### config.mk
export PLATFORM = sky130hd
export DESIGN_NAME = sr_latch_network
export DESIGN_NICKNAME = d
export VERILOG_FILES = /design/src/rtl/sr_latch_network_pkg.sv /design/src/rtl/sr_latch_network_cell.sv /design/src/rtl/sr_latch_network.sv
export SDC_FILE = /design/constraint.sdc
export NUM_CORES = 1
export LEC_CHECK = 0
export CAP_MARGIN = 5
export CORE_AREA = 8 8 80 68
export CTS_CLUSTER_SIZE = 12
export DETAILED_ROUTE_END_ITERATION = 10
export DIE_AREA = 0 0 88 76
export DONT_BUFFER_PORTS = 1
export GPL_TIMING_DRIVEN = 0
export PLACE_DENSITY_LB_ADDON = 0.1
export SETUP_SLACK_MARGIN = 0.2
export SYNTH_ARGS = -nofsm -noshare
export SYNTH_HDL_FRONTEND = slang
export SYNTH_HIERARCHICAL = 1
export SYNTH_SLANG_ARGS = --single-unit
### constraint.sdc
create_clock -name clk -period 2.3 [get_ports clk]
set_clock_uncertainty 0.2 [all_clocks]
set_input_delay 0.115 -clock clk [delete_from_list [all_inputs] [get_ports clk]]
set_output_delay 0.115 -clock clk [all_outputs]
set_load 0.1 [all_outputs]
### src/rtl/sr_latch_network_pkg.sv
// Shared definitions for the SR-latch entropy network: LFSR geometry,
// sequencer phase type and the LFSR step function.
package sr_latch_network_pkg;

  localparam int          LFSR_W    = 16;
  localparam logic [15:0] LFSR_TAPS = 16'hB400;

  typedef enum logic {
    EXCITE  = 1'b0,
    RELEASE = 1'b1
  } phase_e;

  function automatic logic [LFSR_W-1:0] lfsr_step(input logic [LFSR_W-1:0] cur);
    logic [LFSR_W-1:0] nxt;
    nxt = (cur >> 1) ^ (cur[0] ? LFSR_TAPS : 16'h0000);
    return nxt;
  endfunction

endpackage

### src/rtl/sr_latch_network_cell.sv
// One emulated SR latch: S=R=1 marks the cell metastable, and releasing both
// inputs resolves it to the supplied noise bit.
module sr_latch_cell
  import sr_latch_network_pkg::*;
(
  input  logic clk,
  input  logic reset,
  input  logic s,
  input  logic r,
  input  logic noise,
  output logic q,
  output logic meta
);

  logic q_q, q_d;
  logic meta_q, meta_d;

  // Latch behaviour for each S/R combination
  always_comb begin
    q_d    = q_q;
    meta_d = meta_q;
    case ({s, r})
      2'b10: begin
        q_d    = 1'b1;
        meta_d = 1'b0;
      end
      2'b01: begin
        q_d    = 1'b0;
        meta_d = 1'b0;
      end
      2'b11: begin
        meta_d = 1'b1;
      end
      2'b00: begin
        if (meta_q) begin
          q_d    = noise;
          meta_d = 1'b0;
        end else begin
          q_d    = q_q;
          meta_d = meta_q;
        end
      end
      default: begin
        q_d    = q_q;
        meta_d = meta_q;
      end
    endcase
  end

  // Cell state register
  always_ff @(posedge clk) begin
    if (reset) begin
      q_q    <= 1'b0;
      meta_q <= 1'b0;
    end else begin
      q_q    <= q_d;
      meta_q <= meta_d;
    end
  end

  assign q    = q_q;
  assign meta = meta_q;

endmodule

### src/rtl/sr_latch_network.sv
// Bank of emulated SR latches excited/released in alternation; the resolved
// bits are XOR-folded into one registered random bit.
module sr_latch_network
  import sr_latch_network_pkg::*;
#(
  parameter int          NUM_LATCHES = 8,
  parameter logic [15:0] SEED        = 16'hACE1
) (
  input  logic clk,
  input  logic reset,
  input  logic enabled,
  output logic b
);

  localparam logic [LFSR_W-1:0] SEED_EFF = (SEED == 16'h0000) ? 16'h0001 : SEED;

  logic [LFSR_W-1:0]      lfsr_q, lfsr_d;
  phase_e                 phase_q, phase_d;
  logic                   pend_q, pend_d;
  logic                   b_q, b_d;
  logic [NUM_LATCHES-1:0] s_s, r_s, q_s, meta_s;

  // Cell drive; while disabled each cell is fed S=R=meta so it holds exactly
  always_comb begin
    s_s = meta_s;
    r_s = meta_s;
    if (enabled) begin
      if (phase_q == EXCITE) begin
        s_s = {NUM_LATCHES{1'b1}};
        r_s = {NUM_LATCHES{1'b1}};
      end else begin
        s_s = {NUM_LATCHES{1'b0}};
        r_s = {NUM_LATCHES{1'b0}};
      end
    end else begin
      s_s = meta_s;
      r_s = meta_s;
    end
  end

  // Sequencer, free-running noise source and output fold
  always_comb begin
    lfsr_d  = lfsr_step(lfsr_q);
    phase_d = EXCITE;
    pend_d  = pend_q;
    b_d     = b_q;
    if (enabled) begin
      case (phase_q)
        EXCITE:  phase_d = RELEASE;
        RELEASE: phase_d = EXCITE;
        default: phase_d = EXCITE;
      endcase
      if (pend_q) begin
        b_d    = ^q_s;
        pend_d = 1'b0;
      end else begin
        b_d = b_q;
      end
      if (phase_q == RELEASE) begin
        pend_d = 1'b1;
      end else begin
        pend_d = pend_d;
      end
    end else begin
      phase_d = EXCITE;
    end
  end

  // Network state register
  always_ff @(posedge clk) begin
    if (reset) begin
      lfsr_q  <= SEED_EFF;
      phase_q <= EXCITE;
      pend_q  <= 1'b0;
      b_q     <= 1'b0;
    end else begin
      lfsr_q  <= lfsr_d;
      phase_q <= phase_d;
      pend_q  <= pend_d;
      b_q     <= b_d;
    end
  end

  for (genvar i = 0; i < NUM_LATCHES; i++) begin : gen_cells
    sr_latch_cell u_cell (
      .clk   (clk),
      .reset (reset),
      .s     (s_s[i]),
      .r     (r_s[i]),
      .noise (lfsr_q[i]),
      .q     (q_s[i]),
      .meta  (meta_s[i])
    );
  end

  assign b = b_q;

endmodule

==> results by group <==
Clocking
  – Worst skew pair latency: 0.28 ns
  – Clk buf depth: 2
  – CTS tree: done
  – CTS root buf: clkbuf_8
  – Clock tree sinks: 35
  – H-tree depth: 2
  – Clk pin slew, worst setup/hold paths: 0.07 ns
  – CTS Buf Count: 5

Run status
  – Outcome: finished, final reports clean

Pwr
  – Clock Power Share: 37.0%
  – Leak Pwr: 0.917 nW
  – Gate power share: 18.0%
  – Switching Share: 25.0%
  – NetSw: 0.382 mW
  – Max rail drop VDD: 0.414 mV
  – Flop pwr share: 45.0%
  – Pint: 1.15 mW
  – Power Density: 750 nW/µm²

Timing
  – Fin Setup TNS: 0 ns
  – F_max: 478 MHz
  – Worst slew pin tran: 0.955 ns
  – RSZ-0062 raised after global routing: true
  – # setup viols final: 0
  – Fin crit period: 2.09 ns
  – Final Max Slew Viols: 0
  – Final worst-path cycle share: 91.0%
  – PnR worst setup slack: 0.208 ns
  – Relative slew slack: 36.2%
  – Worst hold margin: 0.174 ns
  – Fin. Hold Viols: 0

Placed design
  – Port bufs: 0
  – Gpl congestion: 0.701
  – Pre-CTS WS: 0.0900 ns
  – DPL Wire Length: 1960 µm

Floorplan
  – Die ar.: 6690 µm²
  – IO Count: 4
  – Die W: 88 µm
  – Die Ht: 76 µm
  – Starting density of the core: 42.2%
  – Row count: 22
  – Core area: 4270 µm²

Routing
  – Vias post-DR: 1110
  – Remaining antenna violation count: 0
  – DRT iter0 DRCs: 30
  – First-pass iteration count of the detailed router: 3
  – WL/cell: 11.4 µm
  – WL final: 2780 µm
  – # DRC: 0
  – DR vias/cell: 4.55

Critical path
  – FF-to-FF End: gen_cells[4].u_cell/q$_SDFFE_PP0P_
  – CP arrival: 2.06 ns
  – Max stage delay on crit path: 0.32 ns
  – Max FO, Critical Path: 9
  – Reg-to-reg startpoint: phase_q$_SDFF_PP0_
  – CP cell instances: nand2b_2 -> o21ai_1 -> inv_1 -> ha_1 -> and3b_2 -> a2111oi_2
  – R2r setup slk: 0.21 ns
  – Setup CP Type: reg -> reg
  – Worst setup EP type: flip-flop
  – R2r worst-path depth: 6
  – CP startpoint: phase_q$_SDFF_PP0_
  – WP buf/inv: 1
  – Worst Path Required: 2.27 ns
  – Crit path depth: 6
  – Crit path max-delay family: compound AO/OA/AOI/OAI gates
  – Slowest cell on crit path: ha_1
  – Crit start category: flip-flop

Final layout
  – Fillers: 402
  – Storage element area: 701 µm²
  – Area Growth Syn to Fin: 13.1%
  – Nets: 210
  – Multi-input logic area: 976 µm²
  – Layout cells sized above 1: 21.7%
  – Ant diodes: 0

Yosys
  – Avg Inst Size Synth: 10.4 µm²
  – Register bit total from synthesis: 35
  – Post-synth cell types: 15
  – Synth warnings: 6
  – Sequential area share after synthesis: 38.9%
  – Net Count, Synth: 200
  – Post-Syn Area: 1800 µm²
  – Cells after synthesis: 173

Global routing
  – Total gr overflow: 0
  – GR Util All Layers: 9.36%
  – Vias in the first global route: 1112
  – First-pass GRT wire length: 5000 µm
  – Largest net degree at the start of global routing: 27
  – Initial antenna violation count: 0

Hold path
  – Hold-critical path depth: 3
  – Hold path start: enabled
  – Hold EP: pend_q$_SDFFE_PP0P_
  – HP Class: in -> reg

Job
  – Max Cap Viol: 0
==> registers in the layout (all words and copies together) (netlist names) <==
signal	cells
lfsr_q	16
pend_q	1
phase_q	1
gen_cells.u_cell/meta	8
b	1
gen_cells.u_cell/q	8
==> synthesized netlist by cell type (all sizes together) <==
library cell,count,area share (%)
dfxtp,35,39
inv,32,6.7
ha,24,17
and3b,16,8.9
nor2b,15,5.2
xnor2,10,4.9
mux2i,9,5.0
a2111oi,8,6.7
o21ai,8,2.2
or2,6,2.1
nand2b,3,1.0
nor2,3,0.62
clkbuf,2,0.42
a21oi,1,0.28
a311oi,1,0.49
==> worst max path at each step <==
stage          slack (ns)                                 end
6_report             0.21  gen_cells[4].u_cell/q$_SDFFE_PP0P_
5_1_grt              0.07  gen_cells[1].u_cell/q$_SDFFE_PP0P_
4_1_cts              0.19  gen_cells[6].u_cell/q$_SDFFE_PP0P_
3_5_place_dp         0.09  gen_cells[4].u_cell/q$_SDFFE_PP0P_
3_3_place_gp         0.17  gen_cells[4].u_cell/q$_SDFFE_PP0P_
2_1_floorplan        0.43  gen_cells[0].u_cell/q$_SDFFE_PP0P_
==> kinds of logic (layout without fill, tap and decap cells) <==
group                    after synthesis  count (layout)  share of synthesized area (%)
XOR/XNOR                              10              10                           4.86
AO/OA/AOI/OAI                         18              18                           9.65
AND/OR/NAND/NOR                       43              43                           17.8
adder cells (fa/ha/maj)               24              24                           16.7
flip-flops                            35              35                           38.9
multiplexers                           9               9                           5.00
buffers and inverters                 34              45                           7.08
==> power groups by stage <==
stage	combinational [mW]	sequential, mW	clock [mW]
2_1_floorplan	0.221	0.693	0
3_3_place_gp	0.250	0.700	0
3_5_place_dp	0.262	0.701	0
4_1_cts	0.282	0.688	0.584
5_1_grt	0.313	0.694	0.618
6_report	0.275	0.688	0.566
==> repair_timing <==
action,in CTS,in global routing
pin swaps,0,0
endpoints found under the hold margin,27,0
setup buffers,0,0
endpoints found under the setup margin,8,8
gates resized for setup,3,4
hold buffers,3,0
==> layout by cell type (no fill, tap or decap), drive strengths merged, types with 2 or more instances in the layout <==
cell type / count
a2111oi: 8
dfxtp: 35
inv: 32
nand2b: 3
dlygate4sd3: 2
and3b: 16
nor2b: 15
xnor2: 10
o21ai: 8
mux2i: 9
or2: 6
clkbuf: 8
ha: 24
nor2: 3
==> worst reg2reg max path, stage by stage (launching register included) <==
cell and delay (ns):
dfxtp_1 0.31, nand2b_2 0.28, o21ai_1 0.25, inv_1 0.12
ha_1 0.32, and3b_2 0.21, a2111oi_2 0.30
==> through the flow <==
stage	cells	instance area (µm²)	utilization (%)	power [mW]
floorplan	173	1800	-	0.914
detailed placement	233	1880	44.0	0.964
global placement	233	1880	44.0	0.950
CTS	244	2040	47.7	1.55
global route	244	2040	47.7	1.62
finish	244	2040	47.7	1.53
==> final cells by class <==
cell class	instances	area share (%)
tap	60	3.69
sequential	35	34.4
clock inverter	2	1.72
inverter	32	5.90
timing repair buffer	3	1.97
clock buffer	6	4.05
multi-input combinational	104	47.9
buffer	2	0.369
==> routing by layer <==
layer / GRT usage (%) / share of wire, % / vias to the layer above
met3: 3.88 / 2.3 / 2
met1: 11.3 / 49 / 523
li1: - / - / 580
met4: 2.57 / 0.68 / 0
met5: 0 / 0 / -
met2: 14.7 / 48 / 5
Note: power is estimated with default switching activity, not from simulation.
